File: config.mk
export PLATFORM = sky130hd
export DESIGN_NAME = ahb_master_arbiter
export DESIGN_NICKNAME = d
export VERILOG_FILES = /design/src/rtl/ahb_pkg.sv /design/src/rtl/rr_pick.sv /design/src/rtl/ahb_master_arbiter.sv
export SDC_FILE = /design/constraint.sdc
export NUM_CORES = 1
export LEC_CHECK = 0
export ABC_CLOCK_PERIOD_IN_PS = 3200
export BUFFER_PORTS_ARGS = -buffer_cell sky130_fd_sc_hd__buf_2
export CAP_MARGIN = 10
export CORE_AREA = 3 3 40 42
export CTS_BUF_LIST = sky130_fd_sc_hd__clkbuf_4
export DETAILED_ROUTE_END_ITERATION = 16
export DIE_AREA = 0 0 43 45
export PLACE_DENSITY = 0.77
export SLEW_MARGIN = 25
export SYNTH_ARGS = -nofsm -noshare
export SYNTH_HDL_FRONTEND = slang
export SYNTH_SLANG_ARGS = --single-unit
export TNS_END_PERCENT = 30
File: constraint.sdc
create_clock -name HCLK -period 3.2 [get_ports HCLK]
set_input_delay 0.48 -clock HCLK [delete_from_list [all_inputs] [get_ports HCLK]]
set_output_delay 0.48 -clock HCLK [all_outputs]
set_load 0.02 [all_outputs]
File: src/rtl/ahb_pkg.sv
// Shared AHB transfer types and arbitration constants.
package ahb_pkg;

    localparam int unsigned HTRANS_W = 2;

    typedef enum logic [HTRANS_W-1:0] {
        IDLE   = 2'd0,
        BUSY   = 2'd1,
        NONSEQ = 2'd2,
        SEQ    = 2'd3
    } htrans_state_t;

    typedef enum logic {
        ARB_IDLE  = 1'b0,
        ARB_GRANT = 1'b1
    } arb_state_t;

    localparam logic ARB_MODE_FIXED = 1'b0;
    localparam logic ARB_MODE_RR    = 1'b1;

endpackage

File: src/rtl/rr_pick.sv
// Combinational requester selection: first candidate from start (round-robin) or from index 0 (fixed).
module rr_pick
    import ahb_pkg::*;
#(
    parameter int unsigned N     = 3,
    parameter int unsigned IDX_W = (N > 1) ? $clog2(N) : 1
) (
    input  logic [N-1:0]     req,
    input  logic [IDX_W-1:0] start,
    input  logic [N-1:0]     excl,
    input  logic             mode,
    output logic             found,
    output logic [IDX_W-1:0] idx
);

    localparam int unsigned SUM_W = IDX_W + 1;

    logic [N-1:0]     cand_c;
    logic [SUM_W-1:0] pos_c;

    assign cand_c = req & ~excl;

    // Walk candidates in priority order; the first hit wins.
    always_comb begin
        found = 1'b0;
        idx   = '0;
        pos_c = '0;
        for (int k = 0; k < N; k++) begin
            if (mode == ARB_MODE_RR) begin
                pos_c = SUM_W'(start) + SUM_W'(k);
                if (pos_c >= SUM_W'(N)) begin
                    pos_c = pos_c - SUM_W'(N);
                end
            end else begin
                pos_c = SUM_W'(k);
            end
            if (!found && cand_c[pos_c[IDX_W-1:0]]) begin
                found = 1'b1;
                idx   = pos_c[IDX_W-1:0];
            end
        end
    end

endmodule

File: src/rtl/ahb_master_arbiter.sv
// AHB master arbiter: per-master pending tracking, non-preemptive fixed/round-robin
// grant with zero-bubble handover, and a grant-hold timeout pulse.
module ahb_master_arbiter
    import ahb_pkg::*;
#(
    parameter int unsigned N_MASTERS = 3,
    parameter int unsigned RR_MODE   = 1,
    parameter int unsigned MAX_HOLD  = 0
) (
    input  logic                           HCLK,
    input  logic                           HRESETn,
    input  logic [N_MASTERS-1:0]           slave_done,
    input  htrans_state_t [N_MASTERS-1:0]  HTRANS,
    output logic [N_MASTERS-1:0]           HREADY,
    output logic                           grant_valid,
    output logic [$clog2(N_MASTERS)-1:0]   grant_idx,
    output logic                           hold_timeout
);

    localparam int unsigned      IDX_W     = $clog2(N_MASTERS);
    localparam int unsigned      HC_W      = (MAX_HOLD > 0) ? $clog2(MAX_HOLD + 1) : 1;
    localparam logic [HC_W-1:0]  HOLD_MAX  = HC_W'(MAX_HOLD);
    localparam logic [IDX_W-1:0] LAST_RST  = IDX_W'(N_MASTERS - 1);
    localparam logic             PICK_MODE = (RR_MODE != 0) ? ARB_MODE_RR : ARB_MODE_FIXED;

    arb_state_t           state_q, state_d;
    logic [N_MASTERS-1:0] pending_q, pending_d;
    logic [N_MASTERS-1:0] grant_q, grant_d;
    logic [IDX_W-1:0]     grant_idx_q, grant_idx_d;
    logic [IDX_W-1:0]     last_idx_q, last_idx_d;
    logic [HC_W-1:0]      hold_cnt_q, hold_cnt_d;
    logic                 grant_valid_q, grant_valid_d;
    logic                 hold_timeout_q, hold_timeout_d;

    logic [N_MASTERS-1:0] excl_c;
    logic [IDX_W-1:0]     start_c;
    logic [IDX_W-1:0]     pick_idx_c;
    logic                 pick_found_c;
    logic                 take_c;

    // The outgoing master never re-wins its own handover.
    assign excl_c  = (state_q == ARB_GRANT) ? grant_q : '0;
    assign start_c = (last_idx_q == LAST_RST) ? '0 : last_idx_q + IDX_W'(1);

    rr_pick #(
        .N     (N_MASTERS),
        .IDX_W (IDX_W)
    ) u_pick (
        .req   (pending_q),
        .start (start_c),
        .excl  (excl_c),
        .mode  (PICK_MODE),
        .found (pick_found_c),
        .idx   (pick_idx_c)
    );

    // Done beats a simultaneous NONSEQ; only NONSEQ can raise a request.
    always_comb begin
        pending_d = pending_q;
        for (int i = 0; i < N_MASTERS; i++) begin
            if (slave_done[i]) begin
                pending_d[i] = 1'b0;
            end else if (HTRANS[i] == NONSEQ) begin
                pending_d[i] = 1'b1;
            end
        end
    end

    always_comb begin
        state_d        = state_q;
        grant_d        = grant_q;
        grant_idx_d    = grant_idx_q;
        last_idx_d     = last_idx_q;
        hold_cnt_d     = '0;
        hold_timeout_d = 1'b0;
        take_c         = 1'b0;

        case (state_q)
            ARB_IDLE: begin
                take_c = pick_found_c;
            end
            ARB_GRANT: begin
                if (pending_q[grant_idx_q]) begin
                    hold_cnt_d     = (hold_cnt_q != HOLD_MAX) ? hold_cnt_q + HC_W'(1) : hold_cnt_q;
                    hold_timeout_d = (MAX_HOLD != 0) && (hold_cnt_q == HC_W'(MAX_HOLD - 1));
                end else if (pick_found_c) begin
                    take_c = 1'b1;
                end else begin
                    state_d     = ARB_IDLE;
                    grant_d     = '0;
                    grant_idx_d = '0;
                end
            end
            default: begin
                state_d     = ARB_IDLE;
                grant_d     = '0;
                grant_idx_d = '0;
            end
        endcase

        if (take_c) begin
            state_d             = ARB_GRANT;
            grant_d             = '0;
            grant_d[pick_idx_c] = 1'b1;
            grant_idx_d         = pick_idx_c;
            last_idx_d          = pick_idx_c;
        end

        grant_valid_d = |grant_d;
    end

    always_ff @(posedge HCLK) begin
        if (!HRESETn) begin
            state_q        <= ARB_IDLE;
            pending_q      <= '0;
            grant_q        <= '0;
            grant_idx_q    <= '0;
            last_idx_q     <= LAST_RST;
            hold_cnt_q     <= '0;
            grant_valid_q  <= 1'b0;
            hold_timeout_q <= 1'b0;
        end else begin
            state_q        <= state_d;
            pending_q      <= pending_d;
            grant_q        <= grant_d;
            grant_idx_q    <= grant_idx_d;
            last_idx_q     <= last_idx_d;
            hold_cnt_q     <= hold_cnt_d;
            grant_valid_q  <= grant_valid_d;
            hold_timeout_q <= hold_timeout_d;
        end
    end

    assign HREADY       = grant_q;
    assign grant_valid  = grant_valid_q;
    assign grant_idx    = grant_idx_q;
    assign hold_timeout = hold_timeout_q;

endmodule

==> results.json, run 1 <==
{
  "tritoncts": "yes",
  "globalplace.congestion": 0.894,
  "antenna_left": 0,
  "comb_power_share": 0.151,
  "synthesis.area_per_instance_um2": 9.01,
  "fmax_mhz": 623,
  "busiest_layer": "met2",
  "holdCritStartpoint": "slave_done[0]",
  "irDropWorstVdd_v": 0.000262,
  "reg2reg_to": "grant_valid",
  "max-slew-margin-rel": 0.544,
  "power.static_leakage_nw": 0.320,
  "synth_top_area_frac": 0.416,
  "placementRows": 13,
  "clock_skews_ps": 1.77,
  "rsz0062_at_grt": "false",
  "routedWlPerCell_um": 14.3,
  "layout_worst_path_cycle_share": 0.502,
  "setup_viol_count_final": 0,
  "rr_worst_depth": 5,
  "vias_per_cell": 5.75,
  "yosys_register_bits": 12,
  "detail_route.wirelength_um": 1390,
  "met3_usage": 0.0598,
  "globalRouteTotalUtil": 0.153,
  "postSynthNetCount": 75,
  "n_antenna_cell": 0,
  "min_delay_path_depth": 2,
  "hpwl_um": 1010,
  "post-synth-top-area-cell": "sky130_fd_sc_hd__dfxtp_1",
  "pin_count_of_the_biggest_net_entering_global_routing": 10,
  "global_route_met1_usage": 0.171,
  "remaining_drc_errors": 0,
  "worst-endpoint-required_ps": 3340,
  "share_clk_of_total_power": 0.302,
  "globalRouteOverflowTotal": 0,
  "p_int_w": 0.000221,
  "finalHoldViolCount": 0,
  "antenna_violations_before_repair": 0,
  "clockRootBuffer": "sky130_fd_sc_hd__clkbuf_4",
  "synth_seq_area_share": 0.416,
  "reg2reg_setup_slack_ps": 1590,
  "detail_route.iter0.violations": 29,
  "timing.critical_path.from_type": "flip-flop",
  "cts_inserted_buffers": 3,
  "post-cts-setup-buffers": 0,
  "criticalPathCategory": "flip-flop to flip-flop",
  "switching_share": 0.272,
  "dominant_synthesized_flop_cell": "sky130_fd_sc_hd__dfxtp_1",
  "insertion_delay_ps": 270,
  "postLayoutSetupSlackWorst_ps": 1590,
  "tns_ps": 0,
  "ctsResizeCount": 0,
  "worst_ep_arrival_time_ps": 1750,
  "die_w_um": 43,
  "whs_endpoint": "pending_q[0]",
  "drt-pass1-iter-count": 4,
  "post_route_cells_drive_above_1_share": 0.341,
  "power_density_nw_per_um2": 439,
  "yosys-top-cells-area": "sky130_fd_sc_hd__dfxtp_1 (42%), sky130_fd_sc_hd__a21oi_1 (6.9%), sky130_fd_sc_hd__nor3_1 (4.3%)",
  "met2_usage": 0.249,
  "htree_num_levels": 1,
  "overall_via_count_from_detail_route": 558,
  "synth.lib_cells_used.distinct": 31,
  "clk_transition_reported_paths_ps": 70,
  "first_global_vias": 516,
  "critical_path.reg2reg.startpoint": "grant_idx[1]",
  "worst-path-max-fanout": 5,
  "finalWorstPathRequiredPeriod_ps": 1610,
  "syn_to_final_growth_pct": 19.7,
  "power.sequential.fraction": 0.548,
  "placement.io_buffers": 16,
  "grt_first_pass_wirelength_um": 2160,
  "synth-warning-count": 0,
  "maxCapViolations": 0,
  "design.final.nets": 95,
  "design.portCount": 18,
  "postSynthCellCount": 64,
  "cp-end-kind": "flip-flop",
  "numClockSinks": 12,
  "pre_cts_slack_ps": 1640,
  "cts.path.max_buffers": 2,
  "floorplan.initialDensity": 0.449,
  "synth_area_um2": 577,
  "async_flop_share": 0,
  "timing_worst_slew_pin_value_ps": 677,
  "die_height_um": 45,
  "hold_fix_buffer_count_after_cts": 0,
  "maxSlewViolCount": 0,
  "floorplan.die_area_um2": 1940,
  "netSwitchingPower_w": 0.0000825,
  "hold_path_class": "input pin to flip-flop",
  "run_status": "finished, final reports clean",
  "synth_edf_count": 0,
  "design.core.area_um2": 1280
}
-- critical path, cell delays in order (launching register included) --
cell and delay (ps):
sky130_fd_sc_hd__dfxtp_1 370, sky130_fd_sc_hd__mux2i_1 300, sky130_fd_sc_hd__o31a_1 220, sky130_fd_sc_hd__o41ai_2 160, sky130_fd_sc_hd__a31oi_1 280, sky130_fd_sc_hd__o2111ai_2 150
-- registers in the layout (all words and copies together) (netlist names) --
signal,cells
HREADY,3
pending_q,3
grant_idx,2
last_idx_q,2
grant_valid,1
state_q,1
-- synth_stat cells, drive strengths merged (2+ instances only) --
cell and count:
dfxtp 12, nor3 5, nand2 5, inv 5, a21bo 3, o2111ai 2
o21ai 3, nor2 4, a21oi 8
-- cells in the final DEF (no fill, tap or decap), types with 2 or more instances in the layout --
master                     count
sky130_fd_sc_hd__nor2_1        4
sky130_fd_sc_hd__dfxtp_1      12
sky130_fd_sc_hd__buf_2        16
sky130_fd_sc_hd__a21oi_1       8
sky130_fd_sc_hd__inv_1         4
sky130_fd_sc_hd__nor3_1        5
sky130_fd_sc_hd__clkbuf_4      3
sky130_fd_sc_hd__nand2_1       5
sky130_fd_sc_hd__o21ai_0       2
-- worst max-delay path by stage --
stage                       startpoint     endpoint  slack [ps]  depth (start not counted)
after detailed placement  grant_idx[1]  grant_valid        1640                          5
after CTS                 grant_idx[1]  grant_valid        1630                          5
final                     grant_idx[1]  grant_valid        1590                          5
after global routing      grant_idx[1]  grant_valid        1460                          5
after global placement    grant_idx[1]  grant_valid        1620                          5
after floorplan           grant_idx[1]  grant_valid        1620                          5
-- metal layers --
layer  up-vias  routed length (µm)
met4         0                  23
met2        23                 689
met3         4                  86
met5         -                   0
li1        272                   -
met1       259                 591
-- power by group through the flow --
stage	combinational (W)	sequential, W	clock (W)
2_1_floorplan	0.0000265	0.000172	0
3_3_place_gp	0.0000440	0.000169	0
3_5_place_dp	0.0000450	0.000169	0
4_1_cts	0.0000454	0.000166	0.0000939
5_1_grt	0.0000498	0.000167	0.0000959
6_report	0.0000457	0.000166	0.0000914
-- area by class of cell --
class | count | area, µm²
well taps | 15 | 18.8
inverters | 6 | 22.5
fillers | 123 | 594
multi-input cells | 45 | 307
flip-flops and latches | 12 | 240
clock buffers | 3 | 22.5
repair buffers | 16 | 80.1
-- through the flow --
| step | cells | util | cell area (µm²) | hold slack, ps | power (W) |
|---|---|---|---|---|---|
| floorplan | 64 | - | 577 | 476 | 0.000198 |
| global placement | 94 | 0.520 | 668 | 481 | 0.000213 |
| detailed placement | 94 | 0.520 | 668 | 487 | 0.000214 |
| CTS | 97 | 0.537 | 691 | 356 | 0.000305 |
| global route | 97 | 0.537 | 691 | 362 | 0.000313 |
| finish | 97 | 0.537 | 691 | 361 | 0.000303 |
-- kinds of logic after synthesis --
logic type,Yosys count,share of synthesized area
multiplexers,1,0.0174
other,1,0.00650
buffers and inverters,7,0.0520
AND/OR/NAND/NOR,19,0.161
AO/OA/AOI/OAI,24,0.347
flip-flops,12,0.416
No activity file was read; power rests on OpenSTA's default activity.
==> inputs of run 2 (changes only) <==
--- a/config.mk
+++ b/config.mk
@@ -5,14 +5,15 @@
 export SDC_FILE = /design/constraint.sdc
 export NUM_CORES = 1
 export LEC_CHECK = 0
-export ABC_CLOCK_PERIOD_IN_PS = 3200
+export ABC_AREA = 1
+export ABC_CLOCK_PERIOD_IN_PS = 1300
 export BUFFER_PORTS_ARGS = -buffer_cell sky130_fd_sc_hd__buf_2
 export CAP_MARGIN = 10
-export CORE_AREA = 3 3 40 42
+export CORE_MARGIN = 3
+export CORE_UTILIZATION = 48
 export CTS_BUF_LIST = sky130_fd_sc_hd__clkbuf_4
 export DETAILED_ROUTE_END_ITERATION = 16
-export DIE_AREA = 0 0 43 45
-export PLACE_DENSITY = 0.77
+export PLACE_DENSITY = 0.84
 export SLEW_MARGIN = 25
 export SYNTH_ARGS = -nofsm -noshare
 export SYNTH_HDL_FRONTEND = slang
==> constraint.sdc (replaced) <==
create_clock -name HCLK -period 1.3 [get_ports HCLK]
set_input_delay 0.195 -clock HCLK [delete_from_list [all_inputs] [get_ports HCLK]]
set_output_delay 0.195 -clock HCLK [all_outputs]
set_load 0.02 [all_outputs]
==> results.json, run 2 <==
{
  "post_route_cells_drive_above_1_share": 0.615,
  "switching_share": 0.427,
  "design.portCount": 18,
  "holdCritStartpoint": "slave_done[1]",
  "finalWorstPathRequiredPeriod_ps": 1640,
  "antenna_left": 0,
  "irDropWorstVdd_v": 0.00115,
  "overall_via_count_from_detail_route": 880,
  "yosys-top-cells-area": "sky130_fd_sc_hd__dfxtp_1 (34%), sky130_fd_sc_hd__nand2_1 (17%), sky130_fd_sc_hd__inv_1 (6.4%)",
  "reg2reg_setup_slack_ps": -340,
  "worst_path_largest_cell_delay_ps": 380,
  "syn_to_final_growth_pct": 57.9,
  "dominant_synthesized_flop_cell": "sky130_fd_sc_hd__dfxtp_1",
  "postSynthNetCount": 115,
  "antenna_violations_before_repair": 0,
  "clk_transition_reported_paths_ps": 80,
  "violations_in_the_final_reports": "negative setup slack",
  "routedWlPerCell_um": 17.1,
  "synth_most_common_cell": "sky130_fd_sc_hd__nand2_1",
  "synth.lib_cells_used.distinct": 20,
  "insertion_delay_ps": 270,
  "die_height_um": 44.2,
  "comb_power_share": 0.479,
  "criticalPathCategory": "flip-flop to flip-flop",
  "clock_skews_ps": 3.01,
  "finalHoldViolCount": 0,
  "reg2reg_to": "grant_valid",
  "placement.io_buffers": 16,
  "globalRouteTotalUtil": 0.263,
  "rr_worst_depth": 13,
  "design.final.nets": 155,
  "run_status": "finished with violations",
  "globalRouteOverflowTotal": 0,
  "timing.critical_path.from_type": "flip-flop",
  "placementRows": 13,
  "globalplace.congestion": 0.882,
  "design.core.area_um2": 1330,
  "fmax_mhz": 611,
  "total_power_w": 0.00148,
  "yosys_register_bits": 12,
  "critical-path-slowest-cell": "sky130_fd_sc_hd__dfxtp_4",
  "critical_path.reg2reg.startpoint": "state_q",
  "floorplan.die_area_um2": 1950,
  "die_w_um": 44.2,
  "power.sequential.fraction": 0.359,
  "async_flop_share": 0,
  "hpwl_um": 1490,
  "finalInstanceArea_um2": 1110,
  "crit_path_frequent_cell": "sky130_fd_sc_hd__nand2_1",
  "placed_area_um2": 952,
  "worst-path-max-fanout": 5,
  "synth_seq_area_share": 0.343,
  "power.static_leakage_nw": 0.591,
  "synth_area_um2": 701,
  "worst_ep_arrival_time_ps": 1850,
  "netSwitchingPower_w": 0.000631,
  "synth_top_area_frac": 0.343,
  "tritoncts": "yes",
  "maxCapViolations": 0,
  "drt-pass1-iter-count": 4,
  "pin_count_of_the_biggest_net_entering_global_routing": 9,
  "p_int_w": 0.000848,
  "maxSlewViolCount": 0,
  "min_delay_path_depth": 2,
  "final_cell_mix": "sky130_fd_sc_hd__nand2_1 (19), sky130_fd_sc_hd__buf_4 (19), sky130_fd_sc_hd__buf_2 (16), sky130_fd_sc_hd__nand2_2 (14), sky130_fd_sc_hd__inv_1 (11)",
  "synth.top_cells.by_count": "sky130_fd_sc_hd__nand2_1 (31), sky130_fd_sc_hd__dfxtp_1 (12), sky130_fd_sc_hd__inv_1 (12), sky130_fd_sc_hd__a21oi_1 (8), sky130_fd_sc_hd__nand3_1 (7)",
  "fin_util": 0.829,
  "crit_chain": "nand2_2, nand2_1, nand2_2, nand3_4, nand2_1, nand2_1, nand2_1, nand2_2, nor2_1, nand2_1, nand2_1, nand2_2, nand2_1",
  "worst-endpoint-required_ps": 1520,
  "postSynthCellCount": 104,
  "hold_path_class": "input pin to flip-flop",
  "detail_route.wirelength_um": 2700,
  "cts.path.max_buffers": 2,
  "share_clk_of_total_power": 0.162,
  "synth_edf_count": 0,
  "remaining_drc_errors": 0,
  "rsz0062_at_grt": "true",
  "grt_first_pass_wirelength_um": 3790,
  "synth-warning-count": 0,
  "whs_endpoint": "pending_q[1]",
  "cts_inserted_buffers": 3,
  "detail_route.iter0.violations": 28,
  "floorplan.initialDensity": 0.525,
  "postLayoutSetupSlackWorst_ps": -335,
  "layout_worst_path_cycle_share": 1.26,
  "n_antenna_cell": 0,
  "first_global_vias": 845,
  "setup_viol_count_final": 8,
  "vias_per_cell": 5.57,
  "post-synth-top-area-cell": "sky130_fd_sc_hd__dfxtp_1",
  "power_density_nw_per_um2": 1340,
  "synthesis.area_per_instance_um2": 6.74,
  "cp-end-kind": "flip-flop",
  "htree_num_levels": 1,
  "clockRootBuffer": "sky130_fd_sc_hd__clkbuf_4",
  "hold_fix_buffer_count_after_cts": 0,
  "numClockSinks": 12
}
[run 2: cell count changes after synthesis, sizes merged, moves of 2 or more]
cell / before / now
nand3: 1 / 11
a21bo: 3 / 0
nand2: 5 / 38
nor3: 5 / 3
nor2: 4 / 6
inv: 5 / 15
o21ai: 3 / 5
nand4: 0 / 2
o2111ai: 2 / 0
[run 2: area by class of cell]
| cell class | count | area (µm²) |
|---|---|---|
| clock buffers | 3 | 22.5 |
| clock inverters | 1 | 3.75 |
| fillers | 75 | 228 |
| inverters | 15 | 61.3 |
| multi-input cells | 76 | 498 |
| flip-flops and latches | 12 | 268 |
| well taps | 15 | 18.8 |
| repair buffers | 36 | 234 |
[run 2: critical path, delay by kind of cell (launching register included)]
kind,cells,cell delay [ps]
DFF,1,380
and+or+nand+nor,13,1210
[run 2: power by group through the flow]
stage               Combinational (W)  Sequential [W]  Clock [W]
floorplan                    0.000272        0.000560          0
global placement             0.000488        0.000518          0
detailed placement           0.000501        0.000525          0
CTS                          0.000612        0.000523   0.000235
global route                 0.000754        0.000532   0.000261
finish                       0.000708        0.000531   0.000239
[run 2: worst max path at each step]
| stage | start | endpoint | slack, ps | depth (start not counted) |
|---|---|---|---|---|
| floorplan | last_idx_q[0] | grant_valid | -20 | 11 |
| global placement | state_q | grant_valid | -120 | 12 |
| detailed placement | state_q | grant_valid | -150 | 12 |
| CTS | last_idx_q[1] | grant_valid | -150 | 11 |
| global route | state_q | grant_valid | -420 | 13 |
| finish | state_q | grant_valid | -340 | 13 |
[run 2: cell families after synthesis]
logic type	synth area share
AOI/OAI and AO/OA	0.125
DFF	0.343
other	0.00535
buffers and inverters	0.0911
and+or+nand+nor	0.436
[run 2: metal layers]
metal	share of wire	wire length, µm	global-route usage
met2	0.52	1400	0.451
met5	0	0	0
met1	0.38	1020	0.296
met4	0.050	134	0.157
met3	0.052	141	0.0569
[run 2: stage by stage]
stage	instances	hold WS [ps]	setup TNS, ps	worst slack, ps
after global placement	148	357	-438	-115
after floorplan	104	272	-16.7	-16.7
after global routing	158	60.5	-2140	-420
final	158	68.8	-1630	-335
after CTS	156	69.6	-689	-150
after detailed placement	148	363	-619	-152
[run 2: what timing repair did]
item / in CTS / in global routing
gates resized for setup: 12 / 12
hold endpoints to repair: 0 / 0
setup buffers: 4 / 2
pin swaps: 9 / 2
setup endpoints to repair: 8 / 8
==> inputs of run 3 (changes only) <==
--- a/config.mk
+++ b/config.mk
@@ -9,7 +9,6 @@
 export ABC_CLOCK_PERIOD_IN_PS = 1300
 export BUFFER_PORTS_ARGS = -buffer_cell sky130_fd_sc_hd__buf_2
 export CAP_MARGIN = 10
-export CORE_MARGIN = 3
 export CORE_UTILIZATION = 48
 export CTS_BUF_LIST = sky130_fd_sc_hd__clkbuf_4
 export DETAILED_ROUTE_END_ITERATION = 16
==> results.json, run 3 (synthesized netlist as in run 2, its figures left out) <==
{
  "run_status": "finished with violations",
  "violations_in_the_final_reports": "negative setup slack",
  "detail_route.iter0.violations": 21,
  "cp-end-kind": "flip-flop",
  "globalRouteTotalUtil": 0.294,
  "maxCapViolations": 0,
  "switching_share": 0.412,
  "worst_ep_arrival_time_ps": 1640,
  "die_w_um": 40.2,
  "p_int_w": 0.000795,
  "first_global_vias": 760,
  "syn_to_final_growth_pct": 48.0,
  "crit_chain": "nand2_4, nand3_1, nand2_1, nor2_2, nand3_4, nand2_4, inv_4, nand2_4, nand2_2, o21ai_2, nand2_1",
  "critical-path-slowest-cell": "sky130_fd_sc_hd__dfxtp_4",
  "crit_path_frequent_cell": "sky130_fd_sc_hd__nand2_4",
  "clock_skews_ps": 3.14,
  "clockRootBuffer": "sky130_fd_sc_hd__clkbuf_4",
  "power.sequential.fraction": 0.385,
  "final_common_cell": "sky130_fd_sc_hd__nand2_1",
  "layout_worst_path_cycle_share": 1.13,
  "clk_transition_reported_paths_ps": 70,
  "comb_power_share": 0.443,
  "timing.critical_path.from_type": "flip-flop",
  "worst_path_largest_cell_delay_ps": 400,
  "cp_num_buf_inv": 1,
  "floorplan.initialDensity": 0.525,
  "netSwitchingPower_w": 0.000557,
  "share_clk_of_total_power": 0.171,
  "cts.path.max_buffers": 2,
  "power.static_leakage_nw": 0.561,
  "numClockSinks": 12,
  "die_height_um": 40.2,
  "drt-pass1-iter-count": 4,
  "grt_first_pass_wirelength_um": 3130,
  "vias_per_cell": 5.08,
  "irDropWorstVdd_v": 0.000889,
  "power_density_nw_per_um2": 1300,
  "criticalPathCategory": "flip-flop to flip-flop",
  "fill_cells": 101,
  "cts_inserted_buffers": 3,
  "timing.critical_path.max_delay_family": "simple AND/OR/NAND/NOR gates",
  "final_cell_mix": "sky130_fd_sc_hd__nand2_1 (22), sky130_fd_sc_hd__buf_2 (16), sky130_fd_sc_hd__inv_1 (11), sky130_fd_sc_hd__buf_4 (11), sky130_fd_sc_hd__nand2_2 (9)",
  "remaining_drc_errors": 0,
  "total_power_w": 0.00135,
  "pin_count_of_the_biggest_net_entering_global_routing": 9,
  "design.portCount": 18,
  "post_route_cells_drive_above_1_share": 0.548,
  "insertion_delay_ps": 270,
  "hold_path_class": "input pin to flip-flop",
  "placement.io_buffers": 16,
  "overall_via_count_from_detail_route": 762,
  "hold_fix_buffer_count_after_cts": 0,
  "globalRouteOverflowTotal": 0,
  "design.final.nets": 147,
  "postLayoutSetupSlackWorst_ps": -175,
  "globalplace.congestion": 0.876,
  "htree_num_levels": 1,
  "antenna_violations_before_repair": 0,
  "maxSlewViolCount": 0,
  "floorplan.die_area_um2": 1620,
  "design.core.area_um2": 1330,
  "fin_util": 0.778,
  "hpwl_um": 1380,
  "fmax_mhz": 678,
  "worst-endpoint-required_ps": 1470,
  "setup_viol_count_final": 8,
  "worst-path-max-fanout": 4,
  "detail_route.wirelength_um": 1940,
  "placementRows": 13,
  "rsz0062_at_grt": "true",
  "antenna_left": 0,
  "finalHoldViolCount": 0,
  "tritoncts": "yes",
  "finalWorstPathRequiredPeriod_ps": 1480,
  "routedWlPerCell_um": 12.9,
  "n_antenna_cell": 0
}
[run 3: what timing repair did]
action                                  4_1_cts  5_1_grt
gates resized for setup                      18        1
endpoints found under the setup margin        8        9
pin swaps                                    11        0
buffers inserted                              3        0
[run 3: final timing paths]
path / from / to / slack (ps) / cells past startpoint
worst min register to register: pending_q[2] / pending_q[2] / 550 / 2
worst max-delay path: state_q / grant_valid / -180 / 11
worst max register to register: state_q / grant_valid / -180 / 11
worst min-delay path: slave_done[2] / pending_q[2] / 70 / 2
[run 3: metrics by stage]
| stage | hold slack [ps] | std cells | TNS (ps) | area, µm² | setup WS, ps |
|---|---|---|---|---|---|
| floorplan | 272 | 104 | -16.7 | 756 | -16.7 |
| global placement | 357 | 143 | -373 | 915 | -129 |
| detailed placement | 360 | 143 | -866 | 915 | -227 |
| CTS | 63.1 | 150 | -353 | 1030 | -143 |
| global route | 72.0 | 150 | -1380 | 1040 | -266 |
| finish | 70.7 | 150 | -584 | 1040 | -175 |
[run 3: power by group through the flow]
stage | clock [W] | combinational (W) | sequential (W)
final | 0.000231 | 0.000600 | 0.000521
after global routing | 0.000250 | 0.000652 | 0.000533
after CTS | 0.000236 | 0.000574 | 0.000521
after detailed placement | 0 | 0.000473 | 0.000523
after global placement | 0 | 0.000452 | 0.000520
after floorplan | 0 | 0.000272 | 0.000560
[run 3: layer usage]
layer / vias up / global-route usage / part of all wire
li1: 397 / - / -
met1: 344 / 0.337 / 0.41
met3: 4 / 0.0333 / 0.024
met4: 0 / 0.175 / 0.020
met2: 17 / 0.520 / 0.54
met5: - / 0 / 0
[run 3: worst reg2reg max path: cells and delay by family, from the launching register on]
| kind | cells | cell delay [ps] |
|---|---|---|
| and+or+nand+nor | 9 | 830 |
| DFF | 1 | 400 |
| AOI/OAI and AO/OA | 1 | 100 |
| buffers and inverters | 1 | 60 |
[run 3: area by class of cell]
type,instances,area (µm²),share of cell area
clock buffer,3,22.5,0.0217
tap,15,18.8,0.0181
inverter,15,58.8,0.0567
sequential,12,269,0.259
clock inverter,1,3.75,0.00362
multi-input combinational,76,490,0.473
timing repair buffer,28,174,0.168
